===== src/rtl/btn_event_scheduler_pkg.sv =====
// Shared types and helpers for the button event scheduler.
// Holds the repeat-FSM state encoding and a lowest-set-bit search.
package btn_event_scheduler_pkg;

  localparam int unsigned MAX_BTN = 8;

  typedef enum logic [1:0] {
    R_IDLE   = 2'd0,
    R_DELAY  = 2'd1,
    R_REPEAT = 2'd2
  } r_state_e;

  // Index of the lowest set bit; 0 when nothing is set.
  function automatic int unsigned lowest_set(input logic [MAX_BTN-1:0] v);
    logic [MAX_BTN-1:0] sh;
    int unsigned        idx;
    logic               found;
    idx   = 0;
    found = 1'b0;
    for (int unsigned i = 0; i < MAX_BTN; i++) begin
      sh = v >> i;
      if (!found && sh[0]) begin
        idx   = i;
        found = 1'b1;
      end
    end
    return idx;
  endfunction

endpackage


===== src/rtl/btn_event_scheduler_tick_gen.sv =====
// Free-running timebase divider: TICK pulses for one cycle every TICK_DIV cycles.
module tick_gen #(
  parameter int unsigned TICK_DIV = 50000,
  parameter int unsigned CNT_W    = 16
) (
  input  logic CLK,
  input  logic RST,
  output logic TICK
);

  logic [CNT_W-1:0] tcnt_q;
  logic [CNT_W-1:0] tcnt_d;
  logic             wrap_c;

  always_comb begin
    wrap_c = (tcnt_q == CNT_W'(TICK_DIV - 1));
    tcnt_d = wrap_c ? '0 : tcnt_q + CNT_W'(1);
  end

  always_ff @(posedge CLK) begin
    if (RST) begin
      tcnt_q <= '0;
    end else begin
      tcnt_q <= tcnt_d;
    end
  end

  assign TICK = wrap_c;

endmodule


===== src/rtl/btn_event_scheduler.sv =====
// Merges debounced press pulses and hold-to-repeat events into one
// round-robin arbitrated valid/ready command stream.
module btn_event_scheduler #(
  parameter int unsigned N_BTN      = 4,
  parameter int unsigned ID_W       = 2,
  parameter int unsigned TICK_DIV   = 50000,
  parameter int unsigned REPEAT_DLY = 500,
  parameter int unsigned REPEAT_PER = 100,
  parameter int unsigned CNT_W      = 16
) (
  input  logic             CLK,
  input  logic             RST,
  input  logic [N_BTN-1:0] PULSE,
  input  logic [N_BTN-1:0] LEVEL,
  input  logic             CMD_READY,
  output logic             CMD_VALID,
  output logic [ID_W-1:0]  CMD_ID,
  output logic             CMD_REPEAT,
  output logic [N_BTN-1:0] PEND,
  output logic             OVF
);

  import btn_event_scheduler_pkg::*;

  logic tick_c;

  tick_gen #(
    .TICK_DIV (TICK_DIV),
    .CNT_W    (CNT_W)
  ) u_tick_gen (
    .CLK  (CLK),
    .RST  (RST),
    .TICK (tick_c)
  );

  // First requester after 'last', wrapping modulo N_BTN.
  function automatic logic [ID_W-1:0] rr_pick(input logic [N_BTN-1:0] req,
                                              input logic [ID_W-1:0]  last);
    logic [N_BTN-1:0] sh;
    logic [ID_W-1:0]  pick;
    logic             found;
    int unsigned      idx;
    pick  = last;
    found = 1'b0;
    for (int unsigned k = 1; k <= N_BTN; k++) begin
      idx = (32'(last) + k) % N_BTN;
      sh  = req >> idx;
      if (!found && sh[0]) begin
        pick  = ID_W'(idx);
        found = 1'b1;
      end
    end
    return pick;
  endfunction

  r_state_e         state_q, state_d;
  logic [ID_W-1:0]  own_q, own_d;
  logic [CNT_W-1:0] rcnt_q, rcnt_d;
  logic [N_BTN-1:0] lvl_sh_c;
  logic             level_own_c;
  logic             rep_fire_c;

  logic [N_BTN-1:0] pend_q, pend_d;
  logic [N_BTN-1:0] rep_q, rep_d;
  logic             ovf_q, ovf_d;
  logic             cmd_valid_q, cmd_valid_d;
  logic [ID_W-1:0]  cmd_id_q, cmd_id_d;
  logic             cmd_repeat_q, cmd_repeat_d;
  logic [ID_W-1:0]  last_q, last_d;

  logic             arb_free_c;
  logic             arb_go_c;
  logic [ID_W-1:0]  win_c;
  logic [N_BTN-1:0] rep_sh_c;
  logic [N_BTN-1:0] set_c;
  logic [N_BTN-1:0] grant_c;

  always_comb begin
    lvl_sh_c    = LEVEL >> own_q;
    level_own_c = lvl_sh_c[0];
  end

  // Repeat FSM: state register
  always_ff @(posedge CLK) begin
    if (RST) begin
      state_q <= R_IDLE;
      own_q   <= '0;
      rcnt_q  <= '0;
    end else begin
      state_q <= state_d;
      own_q   <= own_d;
      rcnt_q  <= rcnt_d;
    end
  end

  // Repeat FSM: next state; a fresh press always takes ownership
  always_comb begin
    state_d = state_q;
    own_d   = own_q;
    rcnt_d  = rcnt_q;
    if (PULSE != '0) begin
      own_d   = ID_W'(lowest_set(MAX_BTN'(PULSE)));
      rcnt_d  = CNT_W'(REPEAT_DLY);
      state_d = R_DELAY;
    end else if (state_q != R_IDLE) begin
      if (!level_own_c) begin
        state_d = R_IDLE;
      end else if (tick_c) begin
        if (rcnt_q == CNT_W'(1)) begin
          rcnt_d  = CNT_W'(REPEAT_PER);
          state_d = R_REPEAT;
        end else begin
          rcnt_d = rcnt_q - CNT_W'(1);
        end
      end
    end
  end

  // Repeat FSM: outputs
  always_comb begin
    rep_fire_c = 1'b0;
    if (PULSE == '0 && state_q != R_IDLE && level_own_c && tick_c &&
        rcnt_q == CNT_W'(1)) begin
      rep_fire_c = 1'b1;
    end
  end

  always_comb begin
    arb_free_c = !cmd_valid_q || CMD_READY;
    arb_go_c   = arb_free_c && (pend_q != '0);
    win_c      = rr_pick(pend_q, last_q);
    rep_sh_c   = rep_q >> win_c;
    for (int i = 0; i < N_BTN; i++) begin
      set_c[i]   = PULSE[i] || (rep_fire_c && own_q == ID_W'(i));
      grant_c[i] = arb_go_c && (win_c == ID_W'(i));
    end
  end

  // Pending flags: an event on a still-pending, ungranted button is lost
  always_comb begin
    pend_d = pend_q;
    rep_d  = rep_q;
    ovf_d  = ovf_q;
    for (int i = 0; i < N_BTN; i++) begin
      if (set_c[i]) begin
        if (pend_q[i] && !grant_c[i]) begin
          ovf_d = 1'b1;
        end else begin
          pend_d[i] = 1'b1;
          rep_d[i]  = !PULSE[i];
        end
      end else if (grant_c[i]) begin
        pend_d[i] = 1'b0;
      end
    end
  end

  always_comb begin
    cmd_valid_d  = cmd_valid_q;
    cmd_id_d     = cmd_id_q;
    cmd_repeat_d = cmd_repeat_q;
    last_d       = last_q;
    if (arb_go_c) begin
      cmd_valid_d  = 1'b1;
      cmd_id_d     = win_c;
      cmd_repeat_d = rep_sh_c[0];
      last_d       = win_c;
    end else if (arb_free_c) begin
      cmd_valid_d = 1'b0;
    end
  end

  always_ff @(posedge CLK) begin
    if (RST) begin
      pend_q       <= '0;
      rep_q        <= '0;
      ovf_q        <= 1'b0;
      cmd_valid_q  <= 1'b0;
      cmd_id_q     <= '0;
      cmd_repeat_q <= 1'b0;
      last_q       <= ID_W'(N_BTN - 1);
    end else begin
      pend_q       <= pend_d;
      rep_q        <= rep_d;
      ovf_q        <= ovf_d;
      cmd_valid_q  <= cmd_valid_d;
      cmd_id_q     <= cmd_id_d;
      cmd_repeat_q <= cmd_repeat_d;
      last_q       <= last_d;
    end
  end

  assign CMD_VALID  = cmd_valid_q;
  assign CMD_ID     = cmd_id_q;
  assign CMD_REPEAT = cmd_repeat_q;
  assign PEND       = pend_q;
  assign OVF        = ovf_q;

endmodule


===== config.mk =====
export PLATFORM = sky130hd
export DESIGN_NAME = btn_event_scheduler
export DESIGN_NICKNAME = d
export VERILOG_FILES = /design/src/rtl/btn_event_scheduler_pkg.sv /design/src/rtl/btn_event_scheduler_tick_gen.sv /design/src/rtl/btn_event_scheduler.sv
export SDC_FILE = /design/constraint.sdc
export NUM_CORES = 1
export LEC_CHECK = 0
export CORE_ASPECT_RATIO = 1.5
export CORE_MARGIN = 2
export CORE_UTILIZATION = 62
export DETAILED_ROUTE_END_ITERATION = 12
export PLACE_DENSITY = 0.85
export SYNTH_ARGS = -nofsm -noshare
export SYNTH_HDL_FRONTEND = slang
export SYNTH_HIERARCHICAL = 1
export SYNTH_SLANG_ARGS = --single-unit

===== constraint.sdc =====
create_clock -name CLK -period 3.6 [get_ports CLK]
set_input_delay 0.9 -clock CLK [delete_from_list [all_inputs] [get_ports CLK]]
set_output_delay 0.9 -clock CLK [all_outputs]
set_load 0.01 [all_outputs]

==> qor.txt, run 1 <==
Hold Vio Cnt, Final: 0
Leak: 0.971 nW
Largest net degree at the start of global routing: 18
Kind of critical path: input pin to flip-flop
Post-synth top cells: dfxtp_1 (51), nor2_1 (50), xnor2_1 (20)
Max-cap viol count: 0
Switching share of power: 0.265
FF-to-FF path depth: 7
Starting density of the core: 0.637
Most frequent cell after synthesis: dfxtp_1
Type of the worst min-delay path: flip-flop to flip-flop
Vias in the first global route: 2075
FF+latch count, synth: 51
Synth area leaders: dfxtp_1 (41%), nor2_1 (7.6%), xnor2_1 (7.1%), a21oi_1 (3.6%), nor3_1 (2.4%)
Die area: 4530 um^2
Routed Antenna Nets: 0
Sequential fraction of design power: 0.552
Final setup TNS: 0 ps
# DRC: 0
Reg-to-reg endpoint: OVF
Num rows: 28
Logic pwr share: 0.141
CTS buffer count: 5
# diodes: 0
Synth area leader: dfxtp_1
First-pass DRT Iterations: 4
Resized Gates After CTS: 0
First-pass GRT wire length: 8.87 mm
Initial antenna violation count: 0
Deepest clock path buffer count: 2
Clk root buf: clkbuf_8
Startpoint Class: input pin
Drt total wl: 5.14 mm
CTS clock-pin slew for the worst setup and hold paths: 90 ps
Number of synthesized flops with an enable pin: 0
Layout cells sized above 1: 0.0847
Synth unique cells: 53
Worst flop-to-flop path startpoint: rcnt_q[0]
Min-Delay Startpoint: CMD_REPEAT
YS warnings: 6
DR iter-0 viols: 82
WP data arrival: 2970 ps
Worst slew pin tran: 615 ps
Core area: 3890 um^2
IO Count: 20
DP HPWL: 3.84 mm
F_max: 366 MHz
Worst Hold Depth: 2
Setup WS pre-CTS: 545 ps
P_int: 0.819 mW
Outcome: finished clean
Clk sinks: 51
Post-Syn Area: 2480 um^2
Power Density: 398 nW/um^2
Fin crit share: 0.760
Layout net count: 320
Final Slew Violations: 0
CTS tree: done
Slew HR: 0.587
Clock skew: 13.5 ps
DIE WIDTH: 55.6 um
Async S/R FF share, synth: 0
Routed WL per cell: 14.6 um
Clock insertion delay at the later pin of the skew report: 300 ps
R2R setup slack: 970 ps
CP Data Required Time: 3830 ps
Layout area overhead: 13.1%
GRT Total Usage: 0.246
Top FF cell, synth: dfxtp_1
Worst vdd ir: 0.473 mV
Syn nets: 299
Worst Path Max Fanout: 7
DIE HEIGHT: 81.4 um
Crit. End Element: flip-flop
Register area share after synthesis: 0.412
Final setup vio count: 0
Vias after detailed routing: 2145
Hold path endpoint: CMD_REPEAT
Switch Pwr: 0.295 mW
Yosys top cell area share: 0.412
Power Total: 1.11 mW
Cts hold-fix bufs: 0
Clock share of power: 0.307
Grt total ovfl: 0
Syn Area/Cell: 8.69 um^2
Post-synthesis cell count: 285
GP Congestion: 0.820
Final Critical Period: 2740 ps
IO Port Bufs: 19
Postcts setup bufs: 0
Final worst setup slack: 865 ps
Vias/cell: 6.09
Unrepaired setup endpoints after global routing: false
Htree depth: 2
[metal layers]
metal	part of all wire	vias to the layer above	track usage
li1	-	1065	-
met1	0.40	999	0.265
met2	0.53	69	0.457
met3	0.036	12	0.0398
met4	0.032	0	0.134
met5	0	-	0
[sequential cells by signal, summed over array words and instances, names as in the netlist]
register,count
OVF,1
own_q,2
state_q,2
last_q,2
CMD_VALID,1
CMD_REPEAT,1
u_tick_gen/tcnt_q,16
rcnt_q,16
rep_q,4
PEND,4
CMD_ID,2
[worst max-delay path, cell delays in order]
cell and delay [ps]:
clkdlybuf4s50_1 510, or4_1 690, nor4b_4 370, a21oi_1 130, o22a_1 210, a41oi_2 160
[cells by family (layout without fill, tap and decap cells)]
logic type               after synthesis  count (layout)  synth area share
AO/OA/AOI/OAI                         54              54             0.148
XOR/XNOR                              24              24            0.0849
adder cells (fa/ha/maj)                3               3            0.0152
buffers and inverters                 18              40            0.0313
flip-flops                            51              51             0.412
multiplexers                           2               2            0.0136
AND/OR/NAND/NOR                      133             133             0.295
[power groups by stage]
stage	clock (mW)	combinational (mW)	sequential (mW)
after global placement	0	0.153	0.627
after detailed placement	0	0.156	0.628
after CTS	0.351	0.157	0.615
after global routing	0.373	0.174	0.620
final	0.342	0.157	0.615
after floorplan	0	0.0957	0.627
[layout by cell type, fill, tap and decap left out, types with 4 or more instances in the layout]
cell,count
a31oi_1,7
and3_1,4
nor4_1,9
nor3_1,12
nand2_1,16
clkdlybuf4s50_1,19
a211oi_1,4
nand3_1,6
dfxtp_1,51
xnor2_1,20
a21oi_1,18
o21ai_0,4
inv_1,11
xor2_1,4
nand2b_1,7
clkbuf_8,6
nor2_1,50
[layout make-up]
class,instances,area [um^2]
sequential,51,1020
clock inverter,2,16.3
multi-input combinational,216,1380
timing repair buffer,21,205
tap,45,56.3
clock buffer,6,82.6
fill,313,1090
inverter,11,41.3
[metrics by stage]
step,area [um^2],hold slack [ps],instances,util
5_1_grt,2800,509,352,0.720
6_report,2800,481,352,0.720
4_1_cts,2800,485,352,0.720
2_1_floorplan,2480,430,285,-
3_3_place_gp,2700,449,344,0.695
3_5_place_dp,2700,459,344,0.695
[worst max path at each step]
stage                     depth (start not counted)  endpoint  slack, ps       from
after global routing                              6       OVF        720   PULSE[1]
after global placement                            6       OVF        620   PULSE[1]
after detailed placement                          6       OVF        540   PULSE[1]
after floorplan                                   7       OVF       1210  CMD_READY
after CTS                                         6       OVF        860   PULSE[1]
final                                             6       OVF        860   PULSE[1]
No activity file was read; power rests on OpenSTA's default activity.
==> inputs of run 2 (changes only) <==
--- a/config.mk
+++ b/config.mk
@@ -7,9 +7,9 @@
 export LEC_CHECK = 0
 export CORE_ASPECT_RATIO = 1.5
 export CORE_MARGIN = 2
-export CORE_UTILIZATION = 62
+export CORE_UTILIZATION = 57
 export DETAILED_ROUTE_END_ITERATION = 12
-export PLACE_DENSITY = 0.85
+export PLACE_DENSITY = 0.79
 export SYNTH_ARGS = -nofsm -noshare
 export SYNTH_HDL_FRONTEND = slang
 export SYNTH_HIERARCHICAL = 1
==> constraint.sdc (replaced) <==
create_clock -name CLK -period 2.78 [get_ports CLK]
set_input_delay 0.695 -clock CLK [delete_from_list [all_inputs] [get_ports CLK]]
set_output_delay 0.695 -clock CLK [all_outputs]
set_load 0.01 [all_outputs]
==> run 2 against run 1 <==
Routed wire length down 1.3%. Highest routed layer unchanged. First-iteration DRC count increased by 37%. Via count fell by 0.33%.
==> qor.txt, run 2 (same netlist as run 1, synthesis figures left out) <==
Cts hold-fix bufs: 0
Most frequent cells in the layout: dfxtp_1 (51), nor2_1 (50), xnor2_1 (20), clkdlybuf4s50_1 (19), a21oi_1 (18)
Vias/cell: 5.89
Cell chain of the critical path: ha_1 -> nand4_2 -> and4b_1 -> o211ai_4 -> or4_4 -> nor3_2 -> xnor2_1 -> nor2_2
Switch Pwr: 0.380 mW
Worst slew pin tran: 521 ps
Num rows: 29
Drt total wl: 5.07 mm
Slew HR: 0.649
Largest net degree at the start of global routing: 26
Worst hold slack: 467 ps
Postcts setup bufs: 0
Deepest clock path buffer count: 2
Final Slew Violations: 0
Commonest non-fill, non-tap cell in the layout: dfxtp_1
Reg-to-reg endpoint: rcnt_q[14]
Sequential fraction of design power: 0.518
WP data arrival: 2640 ps
Final setup vio count: 0
P_int: 1.16 mW
GP Congestion: 0.852
Die area: 4900 um^2
CP Data Required Time: 2970 ps
Starting density of the core: 0.588
Outcome: finished clean
Htree depth: 2
Fillcell total: 340
Vias after detailed routing: 2138
# DRC: 0
Worst vdd ir: 0.542 mV
Power Density: 531 nW/um^2
Routed WL per cell: 14.0 um
Logic pwr share: 0.138
Hold path endpoint: CMD_REPEAT
Worst Path Max Fanout: 6
# diodes: 0
CTS tree: done
R2R setup slack: 330 ps
Switching share of power: 0.247
GRT Total Usage: 0.220
CTS clock-pin slew for the worst setup and hold paths: 90 ps
Kind of critical path: flip-flop to flip-flop
First-pass DRT Iterations: 4
Crit-path max cell delay: 580 ps
Resized Gates After CTS: 0
Leak: 1.03 nW
Initial antenna violation count: 0
Clk root buf: clkbuf_8
Worst Hold Depth: 2
Hold Vio Cnt, Final: 0
Multi-input gate area: 1380 um^2
CP Buf/Inv Count: 0
Min-Delay Startpoint: CMD_REPEAT
IO Port Bufs: 19
Crit. End Element: flip-flop
Layout cells sized above 1: 0.114
F_max: 409 MHz
Core area: 4210 um^2
DIE HEIGHT: 84.7 um
IO Count: 20
Grt total ovfl: 0
Fin crit share: 0.880
Max-cap viol count: 0
Final setup TNS: 0 ps
Biggest regs: rcnt_q x16, u_tick_gen/tcnt_q x16
Critical path's top delay family: simple AND/OR/NAND/NOR gates
Clock skew: 2.20 ps
Power Total: 1.54 mW
Final Critical Period: 2450 ps
Unrepaired setup endpoints after global routing: false
Sequential Area: 1020 um^2
Layout net count: 330
FF-to-FF path depth: 8
DIE WIDTH: 57.8 um
Clock share of power: 0.344
Clock insertion delay at the later pin of the skew report: 300 ps
Startpoint Class: flip-flop
Routed Antenna Nets: 0
Vias in the first global route: 2051
Layout area overhead: 16.9%
First-pass GRT wire length: 8.51 mm
Clk sinks: 51
Critical-path top delay cell: or4_4
DP HPWL: 3.80 mm
CTS buffer count: 5
DR iter-0 viols: 112
Worst flop-to-flop path startpoint: u_tick_gen/tcnt_q[0]
Type of the worst min-delay path: flip-flop to flip-flop
==> run 2: worst max path at each step <==
stage / endpoint / slack [ps] / startpoint / cells after the start
after CTS: rcnt_q[14] / 340 / u_tick_gen/tcnt_q[0] / 8
after floorplan: rcnt_q[14] / 550 / u_tick_gen/tcnt_q[0] / 8
final: rcnt_q[14] / 330 / u_tick_gen/tcnt_q[0] / 8
after global placement: OVF / 160 / LEVEL[3] / 7
after detailed placement: OVF / 140 / PULSE[0] / 6
after global routing: rcnt_q[14] / 170 / u_tick_gen/tcnt_q[0] / 8
==> run 2: cell type report <==
cell class	instances	share of cell area
flip-flops and latches	51	0.353
clock inverters	2	0.0121
repair buffers	31	0.0968
inverters	11	0.0143
multi-input cells	216	0.476
well taps	46	0.0199
clock buffers	6	0.0285
==> run 2: routing by layer <==
metal	GRT usage	routed length, um	vias up
met5	0	0	-
met4	0.106	116	0
met3	0.0447	130	10
met2	0.400	2760	30
met1	0.235	2060	1017
li1	-	-	1081
==> run 2: stage by stage <==
stage | setup WS [ps] | instances | utilization | instance area, um^2
6_report | 333 | 363 | 0.688 | 2900
5_1_grt | 169 | 363 | 0.688 | 2900
4_1_cts | 340 | 363 | 0.688 | 2900
3_5_place_dp | 135 | 355 | 0.660 | 2780
3_3_place_gp | 161 | 355 | 0.660 | 2780
2_1_floorplan | 546 | 285 | - | 2480
==> run 2: power groups by stage <==
| stage | registers, mW | logic (mW) | clock network, mW |
|---|---|---|---|
| 3_5_place_dp | 0.813 | 0.212 | 0 |
| 3_3_place_gp | 0.813 | 0.210 | 0 |
| 5_1_grt | 0.802 | 0.234 | 0.573 |
| 2_1_floorplan | 0.812 | 0.124 | 0 |
| 6_report | 0.797 | 0.212 | 0.528 |
| 4_1_cts | 0.796 | 0.213 | 0.544 |
==> run 2: worst reg2reg max path: cells and delay by family (launching register included) <==
kind / cells / cell delay, ps
compound gates: 1 / 180
fa+ha+maj: 1 / 240
flops: 1 / 380
simple gates: 5 / 1380
xor+xnor: 1 / 150
==> inputs of run 3 (changes only) <==
==> constraint.sdc (replaced) <==
create_clock -name CLK -period 2.7 [get_ports CLK]
set_input_delay 0.675 -clock CLK [delete_from_list [all_inputs] [get_ports CLK]]
set_output_delay 0.675 -clock CLK [all_outputs]
set_load 0.01 [all_outputs]
==> results of run 3 <==
The final DEF is identical to that of run 2. Status: finished clean.
Main changes from that run: setup slack after placement 135 ps -> 75.5 ps; setup slack after layout 333 ps -> 253 ps; register-to-register setup slack 330 ps -> 250 ps; total power 1.54 mW -> 1.58 mW; worst IR drop on VDD 0.542 mV -> 0.558 mV
